<file path="config.mk">
export PLATFORM = sky130hd
export DESIGN_NAME = serv_mem_sched_flat
export DESIGN_NICKNAME = d
export VERILOG_FILES = /design/src/rtl/serv_mem_sched_if.sv /design/src/rtl/serv_mem_sched.sv /design/src/flat_wrapper.sv
export SDC_FILE = /design/constraint.sdc
export NUM_CORES = 1
export LEC_CHECK = 0
export ABC_AREA = 1
export BUFFER_PORTS_ARGS = -buffer_cell sky130_fd_sc_hd__buf_4
export CAP_MARGIN = 5
export CORE_AREA = 2 2 106 108
export CTS_BUF_LIST = sky130_fd_sc_hd__clkbuf_16
export DETAILED_ROUTE_END_ITERATION = 12
export DIE_AREA = 0 0 108 110
export HOLD_SLACK_MARGIN = 0.15
export PLACE_DENSITY = 0.78
export SLEW_MARGIN = 5
export SYNTH_ARGS = -nofsm -noshare
export SYNTH_HDL_FRONTEND = slang
export SYNTH_SLANG_ARGS = --single-unit
</file>
<file path="constraint.sdc">
create_clock -name i_clk -period 2.6 [get_ports i_clk]
set_clock_uncertainty 0.2 [all_clocks]
set_input_delay 0.52 -clock i_clk [delete_from_list [all_inputs] [get_ports i_clk]]
set_output_delay 0.52 -clock i_clk [all_outputs]
set_load 0.005 [all_outputs]
</file>
<file path="src/rtl/serv_mem_sched_if.sv">
// Bus bundle between the SERV instruction/data buses, the shared memory port
// and the scheduler that arbitrates between them.
interface serv_mem_sched_if;
    logic [31:0] i_ibus_adr;
    logic        i_ibus_cyc;
    logic [31:0] o_ibus_rdt;
    logic        o_ibus_ack;

    logic [31:0] i_dbus_adr;
    logic [31:0] i_dbus_dat;
    logic [3:0]  i_dbus_sel;
    logic        i_dbus_we;
    logic        i_dbus_cyc;
    logic [31:0] o_dbus_rdt;
    logic        o_dbus_ack;

    logic [31:0] o_mem_adr;
    logic [31:0] o_mem_dat;
    logic [3:0]  o_mem_sel;
    logic        o_mem_we;
    logic        o_mem_cyc;
    logic [31:0] i_mem_rdt;
    logic        i_mem_ack;

    logic        o_err;
    logic        o_owner;

    modport slave (
        input  i_ibus_adr, i_ibus_cyc,
        input  i_dbus_adr, i_dbus_dat, i_dbus_sel, i_dbus_we, i_dbus_cyc,
        input  i_mem_rdt, i_mem_ack,
        output o_ibus_rdt, o_ibus_ack, o_dbus_rdt, o_dbus_ack,
        output o_mem_adr, o_mem_dat, o_mem_sel, o_mem_we, o_mem_cyc,
        output o_err, o_owner
    );

    modport master (
        output i_ibus_adr, i_ibus_cyc,
        output i_dbus_adr, i_dbus_dat, i_dbus_sel, i_dbus_we, i_dbus_cyc,
        output i_mem_rdt, i_mem_ack,
        input  o_ibus_rdt, o_ibus_ack, o_dbus_rdt, o_dbus_ack,
        input  o_mem_adr, o_mem_dat, o_mem_sel, o_mem_we, o_mem_cyc,
        input  o_err, o_owner
    );
endinterface

</file>
<file path="src/rtl/serv_mem_sched.sv">
// Arbitrates SERV ibus and dbus onto one shared memory port, one non-preemptible
// grant at a time, with an optional watchdog that error-acks stalled grants.
module serv_mem_sched #(
    parameter int unsigned TIMEOUT = 255,
    parameter bit          RR      = 1'b1
) (
    input  logic             i_clk,
    input  logic             i_rst_n,
    serv_mem_sched_if.slave  bus
);
    localparam int unsigned CNT_W = 8;
    localparam int unsigned ADR_W = 32;
    localparam int unsigned SEL_W = 4;
    localparam logic [CNT_W-1:0] CNT_LAST = (TIMEOUT == 0) ? '0 : CNT_W'(TIMEOUT - 1);

    typedef enum logic [1:0] {
        IDLE  = 2'd0,
        GNT_I = 2'd1,
        GNT_D = 2'd2
    } state_t;

    state_t             state_q, state_d;
    logic [CNT_W-1:0]   cnt_q, cnt_d;
    logic               owner_q, owner_d;
    logic [ADR_W-1:0]   adr_q, adr_d, dat_q, dat_d;
    logic [SEL_W-1:0]   sel_q, sel_d;
    logic               we_q, we_d;

    logic               in_gnt;
    logic               owner_cyc;
    logic               timeout_hit;
    logic               fin;
    logic               ack_c;
    logic               err_c;
    logic               pick_d;

    // Next-state, request capture and same-cycle completion decode
    always_comb begin
        state_d     = state_q;
        cnt_d       = cnt_q;
        owner_d     = owner_q;
        adr_d       = adr_q;
        dat_d       = dat_q;
        sel_d       = sel_q;
        we_d        = we_q;
        in_gnt      = (state_q != IDLE);
        owner_cyc   = (state_q == GNT_D) ? bus.i_dbus_cyc : bus.i_ibus_cyc;
        timeout_hit = (TIMEOUT != 0) && in_gnt && (cnt_q == CNT_LAST);
        fin         = in_gnt && (bus.i_mem_ack || timeout_hit);
        ack_c       = fin && owner_cyc;
        err_c       = timeout_hit && !bus.i_mem_ack;
        // On a tie, round-robin hands the port to whoever did not own it last
        pick_d      = !bus.i_ibus_cyc || (bus.i_dbus_cyc && (!RR || !owner_q));

        case (state_q)
            IDLE: begin
                if (bus.i_ibus_cyc || bus.i_dbus_cyc) begin
                    cnt_d = '0;
                    if (pick_d) begin
                        state_d = GNT_D;
                        owner_d = 1'b1;
                        adr_d   = bus.i_dbus_adr;
                        dat_d   = bus.i_dbus_dat;
                        sel_d   = bus.i_dbus_sel;
                        we_d    = bus.i_dbus_we;
                    end else begin
                        state_d = GNT_I;
                        owner_d = 1'b0;
                        adr_d   = bus.i_ibus_adr;
                        dat_d   = '0;
                        sel_d   = '1;
                        we_d    = 1'b0;
                    end
                end
            end
            GNT_I, GNT_D: begin
                if (fin) begin
                    state_d = IDLE;
                end else begin
                    cnt_d = cnt_q + CNT_W'(1);
                end
            end
            default: state_d = IDLE;
        endcase
    end

    always_ff @(posedge i_clk or negedge i_rst_n) begin
        if (!i_rst_n) begin
            state_q <= IDLE;
            cnt_q   <= '0;
            owner_q <= 1'b1;
            adr_q   <= '0;
            dat_q   <= '0;
            sel_q   <= '0;
            we_q    <= 1'b0;
        end else begin
            state_q <= state_d;
            cnt_q   <= cnt_d;
            owner_q <= owner_d;
            adr_q   <= adr_d;
            dat_q   <= dat_d;
            sel_q   <= sel_d;
            we_q    <= we_d;
        end
    end

    // Acks and read data are steered combinationally from the memory strobe
    assign bus.o_mem_cyc  = in_gnt;
    assign bus.o_mem_adr  = adr_q;
    assign bus.o_mem_dat  = dat_q;
    assign bus.o_mem_sel  = sel_q;
    assign bus.o_mem_we   = we_q;
    assign bus.o_owner    = owner_q;
    assign bus.o_err      = err_c;
    assign bus.o_ibus_ack = ack_c && (state_q == GNT_I);
    assign bus.o_dbus_ack = ack_c && (state_q == GNT_D);
    assign bus.o_ibus_rdt = (ack_c && (state_q == GNT_I) && bus.i_mem_ack) ? bus.i_mem_rdt : '0;
    assign bus.o_dbus_rdt = (ack_c && (state_q == GNT_D) && bus.i_mem_ack) ? bus.i_mem_rdt : '0;
endmodule
</file>
<file path="src/flat_wrapper.sv">
// flat-port wrapper written by rule: the top's interface ports become plain ports
module serv_mem_sched_flat 
#(
    parameter int unsigned TIMEOUT = 255,
    parameter bit          RR      = 1'b1
)
  (i_clk, i_rst_n, bus_i_ibus_adr, bus_i_ibus_cyc, bus_i_dbus_adr, bus_i_dbus_dat, bus_i_dbus_sel, bus_i_dbus_we, bus_i_dbus_cyc, bus_i_mem_rdt, bus_i_mem_ack, bus_o_ibus_rdt, bus_o_ibus_ack, bus_o_dbus_rdt, bus_o_dbus_ack, bus_o_mem_adr, bus_o_mem_dat, bus_o_mem_sel, bus_o_mem_we, bus_o_mem_cyc, bus_o_err, bus_o_owner);
  serv_mem_sched_if bus_i ();
  input  logic i_clk;
  input  logic i_rst_n;
  input wire logic [$bits(bus_i.i_ibus_adr)-1:0] bus_i_ibus_adr;
  input wire logic [$bits(bus_i.i_ibus_cyc)-1:0] bus_i_ibus_cyc;
  input wire logic [$bits(bus_i.i_dbus_adr)-1:0] bus_i_dbus_adr;
  input wire logic [$bits(bus_i.i_dbus_dat)-1:0] bus_i_dbus_dat;
  input wire logic [$bits(bus_i.i_dbus_sel)-1:0] bus_i_dbus_sel;
  input wire logic [$bits(bus_i.i_dbus_we)-1:0] bus_i_dbus_we;
  input wire logic [$bits(bus_i.i_dbus_cyc)-1:0] bus_i_dbus_cyc;
  input wire logic [$bits(bus_i.i_mem_rdt)-1:0] bus_i_mem_rdt;
  input wire logic [$bits(bus_i.i_mem_ack)-1:0] bus_i_mem_ack;
  output wire logic [$bits(bus_i.o_ibus_rdt)-1:0] bus_o_ibus_rdt;
  output wire logic [$bits(bus_i.o_ibus_ack)-1:0] bus_o_ibus_ack;
  output wire logic [$bits(bus_i.o_dbus_rdt)-1:0] bus_o_dbus_rdt;
  output wire logic [$bits(bus_i.o_dbus_ack)-1:0] bus_o_dbus_ack;
  output wire logic [$bits(bus_i.o_mem_adr)-1:0] bus_o_mem_adr;
  output wire logic [$bits(bus_i.o_mem_dat)-1:0] bus_o_mem_dat;
  output wire logic [$bits(bus_i.o_mem_sel)-1:0] bus_o_mem_sel;
  output wire logic [$bits(bus_i.o_mem_we)-1:0] bus_o_mem_we;
  output wire logic [$bits(bus_i.o_mem_cyc)-1:0] bus_o_mem_cyc;
  output wire logic [$bits(bus_i.o_err)-1:0] bus_o_err;
  output wire logic [$bits(bus_i.o_owner)-1:0] bus_o_owner;
  assign bus_i.i_ibus_adr = bus_i_ibus_adr;
  assign bus_i.i_ibus_cyc = bus_i_ibus_cyc;
  assign bus_i.i_dbus_adr = bus_i_dbus_adr;
  assign bus_i.i_dbus_dat = bus_i_dbus_dat;
  assign bus_i.i_dbus_sel = bus_i_dbus_sel;
  assign bus_i.i_dbus_we = bus_i_dbus_we;
  assign bus_i.i_dbus_cyc = bus_i_dbus_cyc;
  assign bus_i.i_mem_rdt = bus_i_mem_rdt;
  assign bus_i.i_mem_ack = bus_i_mem_ack;
  assign bus_o_ibus_rdt = bus_i.o_ibus_rdt;
  assign bus_o_ibus_ack = bus_i.o_ibus_ack;
  assign bus_o_dbus_rdt = bus_i.o_dbus_rdt;
  assign bus_o_dbus_ack = bus_i.o_dbus_ack;
  assign bus_o_mem_adr = bus_i.o_mem_adr;
  assign bus_o_mem_dat = bus_i.o_mem_dat;
  assign bus_o_mem_sel = bus_i.o_mem_sel;
  assign bus_o_mem_we = bus_i.o_mem_we;
  assign bus_o_mem_cyc = bus_i.o_mem_cyc;
  assign bus_o_err = bus_i.o_err;
  assign bus_o_owner = bus_i.o_owner;
  serv_mem_sched #(.TIMEOUT(TIMEOUT), .RR(RR)) u_core (.i_clk(i_clk), .i_rst_n(i_rst_n), .bus(bus_i));
endmodule
</file>
; ---- Yosys cells after proc, flatten, opt, wreduce, memory -nomap -nowiden
; Index checks and enable logic that the tools add are counted.
[word_totals]
elab_cells = 51
ff_bits = 80
[classes]
addsub = 1
muxes = 15
n_reduce_logical = 22
n_eq_ne = 6
[op_table]
columns = operator, n
row1 = $mux 32, 4
row2 = $mux 8, 2
row3 = $pmux 8 s2, 1
row4 = $logic_and 1x1->1, 9
row5 = $add 8x1->8 const B, 1
row6 = $eq 8x8->1 const B, 1
row7 = $mux 2, 3
row8 = $mux 4, 1
row9 = $ne 2x1->1 const B, 2
row10 = $pmux 2 s2, 1
row11 = $reduce_and 2->1, 2
row12 = $reduce_bool 2->1, 2
row13 = $logic_not 1->1, 3
row14 = $logic_or 1x1->1, 3
row15 = $mux 1, 3
row16 = $reduce_and 3->1, 1
row17 = $eq 2x1->1 const B, 1
row18 = $eq 2x2->1 const B, 1
row19 = $logic_not 2->1, 1
row20 = $ne 2x2->1 const B, 1
row21 = $reduce_or 2->1, 1

; ---- Logic depth before layout (Yosys ltp)
[logic_depth]
word_depth = 8
depth_mapped = 12
ltp_nobuf = 12

; ---- Worst setup path after synthesis
; No wires, ideal clock.
[synth_path]
path_kind = register to output
from = register u_core.state_q[0]
to = output port bus_o_dbus_rdt[10]
required_time_ns = 1.880
arrival_time_ns = 1.580
n_path_buf = 1
path_slack_ns = 0.300
path_stages_with_launch = 13
path_cell_list = dfrtp_1 > inv_1 > ha_1 > inv_2 > nand2_1 > nor2_1 > nand2_1 > nand2_2 > nand2_4 > nor2_4 > nand2_2 > buf_6 > nor2_1
[synth_between]
elab_chain_cells = 8
word_cells_on_any_way = 10
classes_between = 1 x eq/ne / 2 x mux / 7 x reduce/logical
[synth_lines]
columns = element, line
row1 = "start, declared", serv_mem_sched.sv:22  ; state_t state_q, state_d;
row2 = "start signal, assigned", serv_mem_sched.sv:97  ; state_q <= state_d;
row3 = $reduce_bool 2->1 (*), serv_mem_sched.sv:46  ; in_gnt = (state_q != IDLE);
row4 = named net bus_o_mem_cyc, flat_wrapper.sv:28  ; output wire logic [$bits(bus_i.o_mem_cyc)-1:0] bus_o_mem_cyc;
row5 = $logic_and 1x1->1, serv_mem_sched.sv:48  ; timeout_hit = (TIMEOUT != 0) && in_gnt && (cnt_q == CNT_LAST);
row6 = $logic_or 1x1->1, serv_mem_sched.sv:49  ; fin = in_gnt && (bus.i_mem_ack || timeout_hit);
row7 = $logic_and 1x1->1 (*), serv_mem_sched.sv:49
row8 = $logic_and 1x1->1 (*), serv_mem_sched.sv:50  ; ack_c = fin && owner_cyc;
row9 = $logic_and 1x1->1 (*), -
row10 = named net bus_o_dbus_ack, flat_wrapper.sv:23  ; output wire logic [$bits(bus_i.o_dbus_ack)-1:0] bus_o_dbus_ack;
row11 = $logic_and 1x1->1 (*), serv_mem_sched.sv:118  ; assign bus.o_dbus_rdt = (ack_c && (state_q == GNT_D) && bus.i_mem_ack) ? bus.i_mem_rdt : '0;
row12 = $mux 32 (*), serv_mem_sched.sv:118
row13 = "end, declared", flat_wrapper.sv:22  ; output wire logic [$bits(bus_i.o_dbus_rdt)-1:0] bus_o_dbus_rdt;
; The timed path passes the listed nets; every way through them passes the cells marked *.

; ---- Worst setup path after layout
[layout_path]
from = register u_core.state_q[1]
to = output port bus_o_dbus_rdt[29]
[layout_between]
elab_chain_cells = 8
word_cells_on_any_way = 10
classes_between = 1 x eq/ne / 2 x mux / 7 x reduce/logical
[layout_lines]
columns = element, line
row1 = $reduce_bool 2->1, serv_mem_sched.sv:46
row2 = $logic_and 1x1->1, serv_mem_sched.sv:48
row3 = $logic_or 1x1->1, serv_mem_sched.sv:49
row4 = $logic_and 1x1->1, serv_mem_sched.sv:49
row5 = $logic_and 1x1->1, serv_mem_sched.sv:50
row6 = $logic_and 1x1->1 (*) (2 in series), serv_mem_sched.sv:118
row7 = $mux 32 (*), serv_mem_sched.sv:118
; Mark *: on every way between the ends. The rest lies on a longest branch, timed or not.

==> flow_summary.toml <==
[sta]
finalCriticalPeriod_ns = 2.814
clock.fmax_mhz = 355.4
hold_viol = 0
tightest_slew_ns = 0.4671
rsz0062_at_grt = "yes"
final.setup.tns_ns = -9.024
period_share_pct = 108.2
finalSetupViolCount = 65
worst_slack_ns = -0.2135
slew_violations = 0
slew_headroom_pct = 68.86

[floorplanning]
die_w_um = 108
start_util_pct = 35.99
rows = 38
coreArea_um2 = 10700
die_h_um = 110
die-area_um2 = 11880
num_io_pins = 276

[setup_path]
critPathRequiredTime_ns = 1.88
cp_max_fo = 8
slowest_stage = "dfrtp_1"
r2r_cells = 13
crit_path_end_kind = "output pin"
r2r-end = "u_core.cnt_q[7]"
rrSetupSlack_ns = 0.52
cp-start-kind = "flop"
cp.arrival_ns = 2.09
crit_start = "u_core.state_q[1]"
rr_startpoint = "u_core.state_q[0]"
worstPathCellList = "inv_2, ha_4, inv_2, nand2_1, nor2_1, nand2_1, nand2_2, nand2_4, nor2_4, nand2_4, bufbuf_16, nor2_2, buf_4"
critPathKind = "flop to output pin"
cp_slowest_stage_delay_ns = 0.38

[yosys]
synth_top_area_cell = "dfrtp_1"
synthAdderAreaFrac_pct = 1.950
netlist_instances = 467
synth_area_um2 = 3850
synth_seq_cells = 80
yosysUniqueCellTypes = 27
synthSimpleGateAreaFrac_pct = 28.37
synth_top_family_by_area = "simple AND/OR/NAND/NOR gates"
synth_compound_area_share_pct = 9.262
yosysSeqAreaShare_pct = 52.03
synthXorXnorAreaFrac_pct = 0.6825
synth_top_area_share_pct = 51.35
ys_warn_count = 0
avgSynthCellArea_um2 = 8.244
syn_nets = 611
synth_top_cells_by_area = "dfrtp_1 51%, nand2_1 13%, a22o_1 7.5%"
synthMuxAreaShare_pct = 0

[clock_tree]
h-tree-depth = 3
cts_buffers = 9
cts.sinks = 80
clk_pin_slew_ns = 0.06
clk_path_buf_depth = 2
clock_latency_ns = 0.33
root_buffer = "clkbuf_16"
cts_tree = "built"

[global_routing]
overflow = 0
grt_pass1_wl_um = 21600
grt_usage_pct = 24.04
grt_pass1_vias = 4283
grt_max_degree = 68
antenna_found_initial = 0

[placed_design]
placed_area_um2 = 6128
dpl_worst_slack_ns = 0.1325
dp.cells = 871
globalplace.congestion = 0.8333
portBuffers = 275
place_hpwl_um = 11070

[drt]
vias_per_cell = 4.886
firstDrtPassIters = 4
num_vias = 4441
drt_wl_total_um = 15830
ant_nets = 0
initialDrtViolationCount = 247
drcViolationCount = 0
wire_per_inst_um = 17.41

[finish]
design_area_um2 = 7072
final_common_cell = "buf_4"
regArea_um2 = 2003
fin_cells = 909
antennaDiodeCount = 0
layout.nets = 908
drive_above_1_share_pct = 51.50
area_delta_synth_final_pct = 83.69
fillers = 864
layout_common_cells = "275 x buf_4, 137 x nand2_1, 79 x dfrtp_1"
multiInputGateArea_um2 = 1879
final_util_pct = 66.11

[pwr]
p_leak_nw = 3.784
power.density_nw_per_um2 = 876.7
peakVddDrop_mv = 0.4894

[worst_hold_path]
hold_path_end = "u_core.bus.o_mem_adr[7]"
min_path_cells = 3
worstHoldStart = "bus_i_ibus_adr[7]"
hold_path.class = "input port to flop"

[outcome]
violations = "setup timing"
status = "complete, but fails checks"

[run]
maxCapViolations = 0
-- metal layers --
| metal | vias up | routed length (µm) | global-route usage (%) |
|---|---|---|---|
| li1 | 2081 | - | - |
| met1 | 2085 | 5935 | 27.02 |
| met2 | 235 | 7936 | 42.41 |
| met3 | 40 | 1349 | 6.526 |
| met4 | 0 | 604 | 11.54 |
| met5 | - | 0 | 0 |
-- flip-flops by register name, indices dropped and copies added (netlist names) --
register and flops:
u_core.cnt_q 8, u_core.bus.o_mem_dat 32, u_core.bus.o_owner 1, u_core.bus.o_mem_adr 32, u_core.bus.o_mem_sel 4, u_core.state_q 2
u_core.bus.o_mem_we 1
-- timing repair --
item / CTS / global route
setup buffers: 12 / 6
cloned: 2 / 4
hold buffers: 1 / 0
gates resized for setup: 35 / 86
endpoints found under the hold margin: 34 / 0
endpoints found under the setup margin: 64 / 66
pin swaps: 1 / 2
-- logic make-up after synthesis --
family,after synthesis
compound gates,43
fa+ha+maj,6
xor+xnor,3
simple gates,265
buf+inv,70
flops,80
-- worst max path at each step --
stage               depth (start not counted)  slack, ns                 end
finish                                     13      -0.21  bus_o_dbus_rdt[29]
global route                               13      -0.34  bus_o_dbus_rdt[29]
CTS                                        12      -0.11  bus_o_ibus_rdt[22]
detailed placement                         13       0.13  bus_o_dbus_rdt[28]
global placement                           13       0.15  bus_o_dbus_rdt[28]
floorplan                                  12       0.30  bus_o_dbus_rdt[10]
-- final cells by class --
class                      instances  area share (%)
timing repair buffer             309           36.08
sequential                        80           28.33
multi-input combinational        317           26.57
clock buffer                       9           3.185
inverter                          47           2.495
tap                              140           2.477
clock inverter                     7          0.8670
-- power breakdown --
group / internal [W] / leakage [nW] / switching [W] / total [W]
Sequential: 0.00183 / 0.999 / 0.000345 / 0.00217
Combinational: 0.00147 / 2.63 / 0.00133 / 0.00280
Clock: 0.000732 / 0.151 / 0.000490 / 0.00122
Total: 0.00403 / 3.78 / 0.00217 / 0.00620
-- synthesized netlist by cell type, drive strengths merged --
cell    instances
inv            47
nand4           5
nand2         140
xnor2           1
o21a            1
a22o           33
nor3            2
dfrtp          79
buf            13
nand3b          2
ha              6
clkbuf         10
a21oi           2
nand3          40
dfstp           1
xor2            2
nor2           76
o22a            4
o21ai           3
-- worst max-delay path: cells and delay by family, from the launching register on --
family / cells / cell delay (ns)
flip-flops: 1 / 0.38
adder cells (fa/ha/maj): 1 / 0.16
buffers and inverters: 4 / 0.54
AND/OR/NAND/NOR: 8 / 0.71
-- through the flow --
stage | hold WS, ns | power (W)
final | 0.1880 | 0.006200
after global routing | 0.1877 | 0.006594
after CTS | 0.1820 | 0.006171
after detailed placement | 0.2887 | 0.004864
after global placement | 0.2825 | 0.004796
after floorplan | 0.02441 | 0.003296
No activity file was read; power rests on OpenSTA's default activity.
